--- config.mk ---
export PLATFORM = sky130hd
export DESIGN_NAME = weight_loader
export DESIGN_NICKNAME = d
export VERILOG_FILES = /design/src/rtl/weight_loader_pkg.sv /design/src/rtl/weight_loader.sv
export SDC_FILE = /design/constraint.sdc
export NUM_CORES = 1
export LEC_CHECK = 0
export ABC_AREA = 1
export CORE_MARGIN = 2
export CORE_UTILIZATION = 39
export DETAILED_ROUTE_END_ITERATION = 8
export PLACE_DENSITY = 0.7
export SYNTH_ARGS = -nofsm -noshare
export SYNTH_HDL_FRONTEND = slang
export SYNTH_SLANG_ARGS = --single-unit
--- constraint.sdc ---
create_clock -name clk -period 1.05 [get_ports clk]
set_input_delay 0.105 -clock clk [delete_from_list [all_inputs] [get_ports clk]]
set_output_delay 0.105 -clock clk [all_outputs]
set_load 0.03 [all_outputs]
--- src/rtl/weight_loader_pkg.sv ---
// Shared definitions for the weight loader and the weight register bank it feeds.
// Used by weight_loader.sv; the checksum stage is controlled by WEIGHT_LOADER_CHECKSUM_EN.
package weight_loader_pkg;

  localparam int          DATA_W_DEF    = 8;
  localparam int          ADDR_W_DEF    = 2;
  localparam logic [7:0]  SYNC_BYTE_DEF = 8'hA5;

  typedef enum logic [2:0] {
    IDLE,
    SYNC,
    LOAD,
    CHECK,
    FIN
  } state_t;

endpackage

--- src/rtl/weight_loader.sv ---
// Framed byte-stream to weight-bank write initiator: sync byte, NUM_WEIGHTS weights, optional checksum.
// Define WEIGHT_LOADER_CHECKSUM_EN to require and verify a trailing checksum byte.
module weight_loader
  import weight_loader_pkg::*;
#(
  parameter int                DATA_W      = DATA_W_DEF,
  parameter int                ADDR_W      = ADDR_W_DEF,
  parameter int                NUM_WEIGHTS = 4,
  parameter logic [DATA_W-1:0] SYNC_BYTE   = DATA_W'(SYNC_BYTE_DEF)
) (
  input  logic              clk,
  input  logic              reset,
  input  logic              start,
  input  logic [DATA_W-1:0] in_data,
  input  logic              in_valid,
  output logic              in_ready,
  output logic [DATA_W-1:0] wr_data,
  output logic [ADDR_W-1:0] wr_addr,
  output logic              wr_en,
  output logic              busy,
  output logic              done,
  output logic              err
);

  localparam logic [ADDR_W-1:0] LAST_IDX = ADDR_W'(NUM_WEIGHTS - 1);

`ifdef WEIGHT_LOADER_CHECKSUM_EN
  localparam state_t AFTER_LOAD = CHECK;
`else
  localparam state_t AFTER_LOAD = FIN;
`endif

  state_t            state, state_next;
  logic [ADDR_W-1:0] idx;
  logic              xfer;
  logic              err_sync;

`ifdef WEIGHT_LOADER_CHECKSUM_EN
  logic [DATA_W-1:0] sum;
  logic              match;
`endif

  assign in_ready = (state == SYNC) || (state == LOAD) || (state == CHECK);
  assign xfer     = in_valid && in_ready;
  assign busy     = (state != IDLE);

`ifdef WEIGHT_LOADER_CHECKSUM_EN
  assign done = (state == FIN) && match;
  assign err  = err_sync || ((state == FIN) && !match);
`else
  assign done = (state == FIN);
  assign err  = err_sync;
`endif

  always_comb begin
    // NOTE: default assigned first so every path drives state_next and no latch is inferred.
    state_next = state;
    case (state)
      IDLE:    if (start) state_next = SYNC;
      SYNC:    if (xfer) state_next = (in_data == SYNC_BYTE) ? LOAD : IDLE;
      LOAD:    if (xfer && (idx == LAST_IDX)) state_next = AFTER_LOAD;
`ifdef WEIGHT_LOADER_CHECKSUM_EN
      CHECK:   if (xfer) state_next = FIN;
`endif
      FIN:     state_next = IDLE;
      default: state_next = IDLE;
    endcase
  end

  always_ff @(posedge clk) begin
    // NOTE: non-blocking assignments so every register samples pre-edge values, independent of statement order.
    if (reset) begin
      state    <= IDLE;
      idx      <= '0;
      wr_data  <= '0;
      wr_addr  <= '0;
      wr_en    <= 1'b0;
      err_sync <= 1'b0;
`ifdef WEIGHT_LOADER_CHECKSUM_EN
      sum      <= '0;
      match    <= 1'b0;
`endif
    end else begin
      state    <= state_next;
      wr_en    <= 1'b0;
      err_sync <= 1'b0;
      if (xfer) begin
        case (state)
          SYNC: begin
            if (in_data == SYNC_BYTE) begin
              idx <= '0;
`ifdef WEIGHT_LOADER_CHECKSUM_EN
              sum <= '0;
`endif
            end else begin
              err_sync <= 1'b1;
            end
          end
          LOAD: begin
            // wr_data/wr_addr only move on a write, so they hold while wr_en is low.
            wr_data <= in_data;
            wr_addr <= idx;
            wr_en   <= 1'b1;
            idx     <= idx + 1'b1;
`ifdef WEIGHT_LOADER_CHECKSUM_EN
            sum     <= sum + in_data;
`endif
          end
`ifdef WEIGHT_LOADER_CHECKSUM_EN
          CHECK:   match <= (in_data == sum);
`endif
          default: ;
        endcase
      end
    end
  end

endmodule

# Word level (Yosys, flattened, before mapping)
# Index checks and enable logic that the tools add are counted.
# W data, S select, Z words.
# word_totals
ff_bits,17
latchBits,0
mem_bits_rw,0
mem_bits_ro,0
in_bits,12
output_inout_bits,15
word_cells,40
memories,0
# op_classes
addsub,1
n_mul,0
div_mod_pow,0
magnitude_cmp,0
n_eq_ne,10
n_shift,0
muxes,9
bitwise_logic,2
reduce_logical,12
# ops
op,count
$mux W3,3
$pmux W3 S3,1
$eq A8 B8 Y1 const B,1
$eq A3 B2 Y1 const B,2
$reduce_and A3 Y1,2
$mux W2,2
$ne A2 B1 Y1 const B,2
$ne A2 B2 Y1 const B,2
$pmux W2 S2,1
$eq A3 B1 Y1 const B,1
$eq A3 B3 Y1 const B,1
$logic_not A3 Y1,1
$reduce_bool A3 Y1,1
$reduce_or A3 Y1,1
$add A2 B1 Y2 const B,1
$eq A2 B2 Y1 const B,1
$logic_and A1 B1 Y1,2
$logic_or A1 B1 Y1,2
$mux W1,2
$not A1 Y1,2
$reduce_and A2 Y1,1
$reduce_bool A2 Y1,1
$reduce_or A2 Y1,1

# Logic depth before layout (Yosys ltp)
# Gate-level depths: netlist (run 1).
# depth
word_depth,7
depth_mapped,9
depth_no_buf,9

# Least setup slack after synthesis (run 1)
# OpenSTA, ideal clock, no wires.
# synth_timing
kind,register to register
startpoint,register state[1]
endpoint,register idx[0]
setup_time_ns,0.116
arrival_ns,0.954
required_ns,0.934
setup_slack_ns,-0.020
stages_incl_launch_ff,7
n_path_buf,0
synth_period_minus_slack_ns,1.070
cell_sequence,dfxtp_1 inv_2 nand3_2 inv_1 nand2_1 a21oi_1 nor2_2
# synth_between
elab_chain_cells,5
elab_cells_between_ends,10
classes_between,eq/ne: 4; mux: 1; reduce/logical: 5
# synth_rtl
element,line_no,rtl
"start, declared",weight_loader.sv:33,"state_t state, state_next;"
"start signal, assigned",weight_loader.sv:84,state <= state_next;
$eq A3 B1 Y1 or $eq A3 B2 Y1 (tied branches),"weight_loader.sv:43, weight_loader.sv:88",
$logic_or A1 B1 Y1 (2 in series),weight_loader.sv:43,assign in_ready = (state == SYNC) || (state == LOAD) || (state == CHECK);
$logic_and A1 B1 Y1,weight_loader.sv:44,assign xfer = in_valid && in_ready;
$reduce_and A3 Y1 (no source line),n/a,
"end signal, assigned",weight_loader.sv:104,idx <= idx + 1'b1;
"end, declared",weight_loader.sv:34,logic [ADDR_W-1:0] idx;
# Parallel ways exist; a longest one is shown, timed or not.
# A chain may end at the register's enable or synchronous reset.

# Worst setup path after layout (run 1)
# layout_timing
startpoint,register state[0]
endpoint,register idx[0]
# The elaborated chain is that of the path after synthesis.

==> metrics.txt, run 1 <==
outcome complete, but fails checks; violations in the final reports setup timing; CTS clk-pin slew, worst paths 90 ps; post-synth top area share 42.43%; final number of hold-violating endpoints 0; post-route worst setup slack -227.3 ps; effective utilization at floorplan 41.30%; initial drt markers 7; Syn Area/Cell 7.291 um^2; NumNets Final 178; remaining antenna violation count 0; cts-stage hold buffer count 0; worst slew pin tran 250.2 ps; Leakage Power 0.6481 nW; instance count of the mapped netlist 110; fin crit period 1277 ps; number of core rows 16; leading cell type in the layout, fill and taps excluded buf_4; clock latency reported for the late side of the worst-skew pair 290 ps; predominant post-synthesis flop cell dfxtp_1; total standard cell area after synthesis 802.0 um^2; layout cell share with drive strength beyond 1 54.27%; die outline height 49.35 um; clock root buffer clkbuf_4; Die Outline Area 0.002435 mm^2; arrival time reported for the critical path endpoint 1510 ps; antenna violations before repair 0; Pwr per Cell Area 2356 mW/mm^2; leading cell types in the layout, fill and taps excluded 28 x buf_4, 18 x inv_1, 14 x dfxtp_1; sort of element at the end of the critical path register; worst setup path category reg2reg; Cell Area, Placed 0.001166 mm^2; most area-consuming cells after synthesis dfxtp_1 42%, inv_1 9.8%, a21oi_1 8.7%; peak ir drop on the vdd network 1.578 mV; final design area excluding fillers 0.001479 mm^2; sequential cell area fraction in the yosys report 42.43%; routed wire length 2.400 mm; Seq cells post-synth 17; diode insertion count for antenna repair 0; largest area contributor in the synthesized netlist dfxtp_1; maximum number of buffers from clock root to sink 2; Max Cap Viol 0; Setup crit start kind register; total congestion overflow after global routing 0; wire length of the first global-routing pass 3.367 mm; total track usage 18.09%; DR vias 906; final count of pins violating max slew 0; CTS Sinks 17; Net Count, Synth 123; post-synthesis cell type count 21; Warnings, synthesis 0; Post-Route Skew 4.129 ps; final cell count without fillers 191; count of final setup violators 20; final hold slack 447.4 ps; clock tree from TritonCTS yes; per-cell routed wire length 12.57 um; number of synthesized flops with an enable pin 0; maximum number of pins on one net before global-route repair 10; CTS Buf Count 3; biggest fanout along the worst timing path 6; path type of the worst min-delay path reg2reg; number of global-route vias before repair 797; boundary pin count 27; vias per std cell 4.743; peak clock frequency supported by timing 782.9 MHz; Worst Path Required 1290 ps; share of the cycle needed by the critical path after routing 121.6%; DIE WIDTH 49.35 um; count of H-tree levels built during CTS 1; async set-or-reset flop fraction in the synthesized netlist 0%; post-detailed-route DRC marker count 0; router iterations before antenna repair 4; HPWL after DPL 1.427 mm; number of input and output port buffers inserted 26; setup repair after global routing missed its margin true; Std-Cell Core Area 0.001942 mm^2; global placer's final weighted congestion 0.7435; layout overhead on the synthesized area 84.40%; headroom to the max-slew limit 83.27%; cell count after placement 176
==> state kept, by name, summed over array words and instances, names as in the netlist <==
name     flops
state        3
wr_data      8
idx          2
wr_addr      2
err          1
wr_en        1
==> Yosys cell counts, types with 2 or more instances <==
cell     count
a21oi_1     14
dfxtp_1     17
inv_1       21
inv_2        3
nand2_1     14
nand2_2      2
nand3_1      6
nor2_1       8
nor2_2       2
nor3_1       3
o21ai_0     10
==> area by class of cell <==
type                            instances  area (um^2)
Timing Repair Buffer                   53        471.7
Fill cell                             128        462.9
Tap cell                               27        33.78
Multi-Input combinational cell         66        500.5
Inverter                               24        100.1
Sequential cell                        17        346.6
Clock buffer                            4        26.28
==> power by group <==
group	internal [W]	leakage, nW	switching, W
clock network	0.000148	0.0150	0.000189
registers	0.000769	0.140	0.0000763
logic	0.00106	0.494	0.00124
==> worst max-delay path, cell delays in order, from the launching register on <==
cell     delay [ps]
dfxtp_2         340
buf_6           120
nor2_4          160
nand2_4         100
or2_0           230
nand3_1         100
nand2_1          90
nor2_2           80
==> metal layers <==
layer	global-route usage (%)	vias to the layer above	wire, um
li1	-	456	-
met1	21.29	424	979
met2	29.95	19	1278
met3	5.828	7	96
met4	7.619	0	45
met5	0	-	0
==> kinds of logic after synthesis <==
family                   synth area share (%)
AO/OA/AOI/OAI                           17.63
adder cells (fa/ha/maj)                 1.560
buffers and inverters                   13.73
flip-flops                              42.43
AND/OR/NAND/NOR                         24.65
==> through the flow <==
step / setup WS (ps) / TNS, ps / utilization (%) / power (W)
6_report: -227.3 / -2589 / 76.16 / 0.003485
5_1_grt: -310.4 / -3766 / 76.16 / 0.003690
4_1_cts: -178.2 / -2367 / 68.75 / 0.003118
3_5_place_dp: -268.6 / -3772 / 60.05 / 0.002349
3_3_place_gp: -257.6 / -3164 / 60.05 / 0.002303
2_1_floorplan: -12.69 / -12.69 / - / 0.001773
==> timing repair <==
item,in CTS,in global routing
gates cloned,3,0
buffers inserted,4,4
endpoints found under the setup margin,20,20
pin swaps,5,14
endpoints found under the hold margin,0,0
gates resized for setup,34,33
==> worst paths after layout <==
path | from | to | slack (ps) | depth (start not counted)
setup / recovery | state[0] | idx[0] | -230 | 7
hold / removal | wr_data[6] | wr_data[6] | 450 | 2
setup reg to reg | state[0] | idx[0] | -230 | 7
hold reg to reg | wr_data[6] | wr_data[6] | 450 | 2
Power figures use the tool's default switching activity.
==> inputs of run 2 (changes only) <==
Settings changed: ABC_CLOCK_PERIOD_IN_PS from default to 1050, CTS_CLUSTER_SIZE from default to 14.
==> results of run 2 <==
No change in the layout: final DEF, timing and power equal those of run 1.
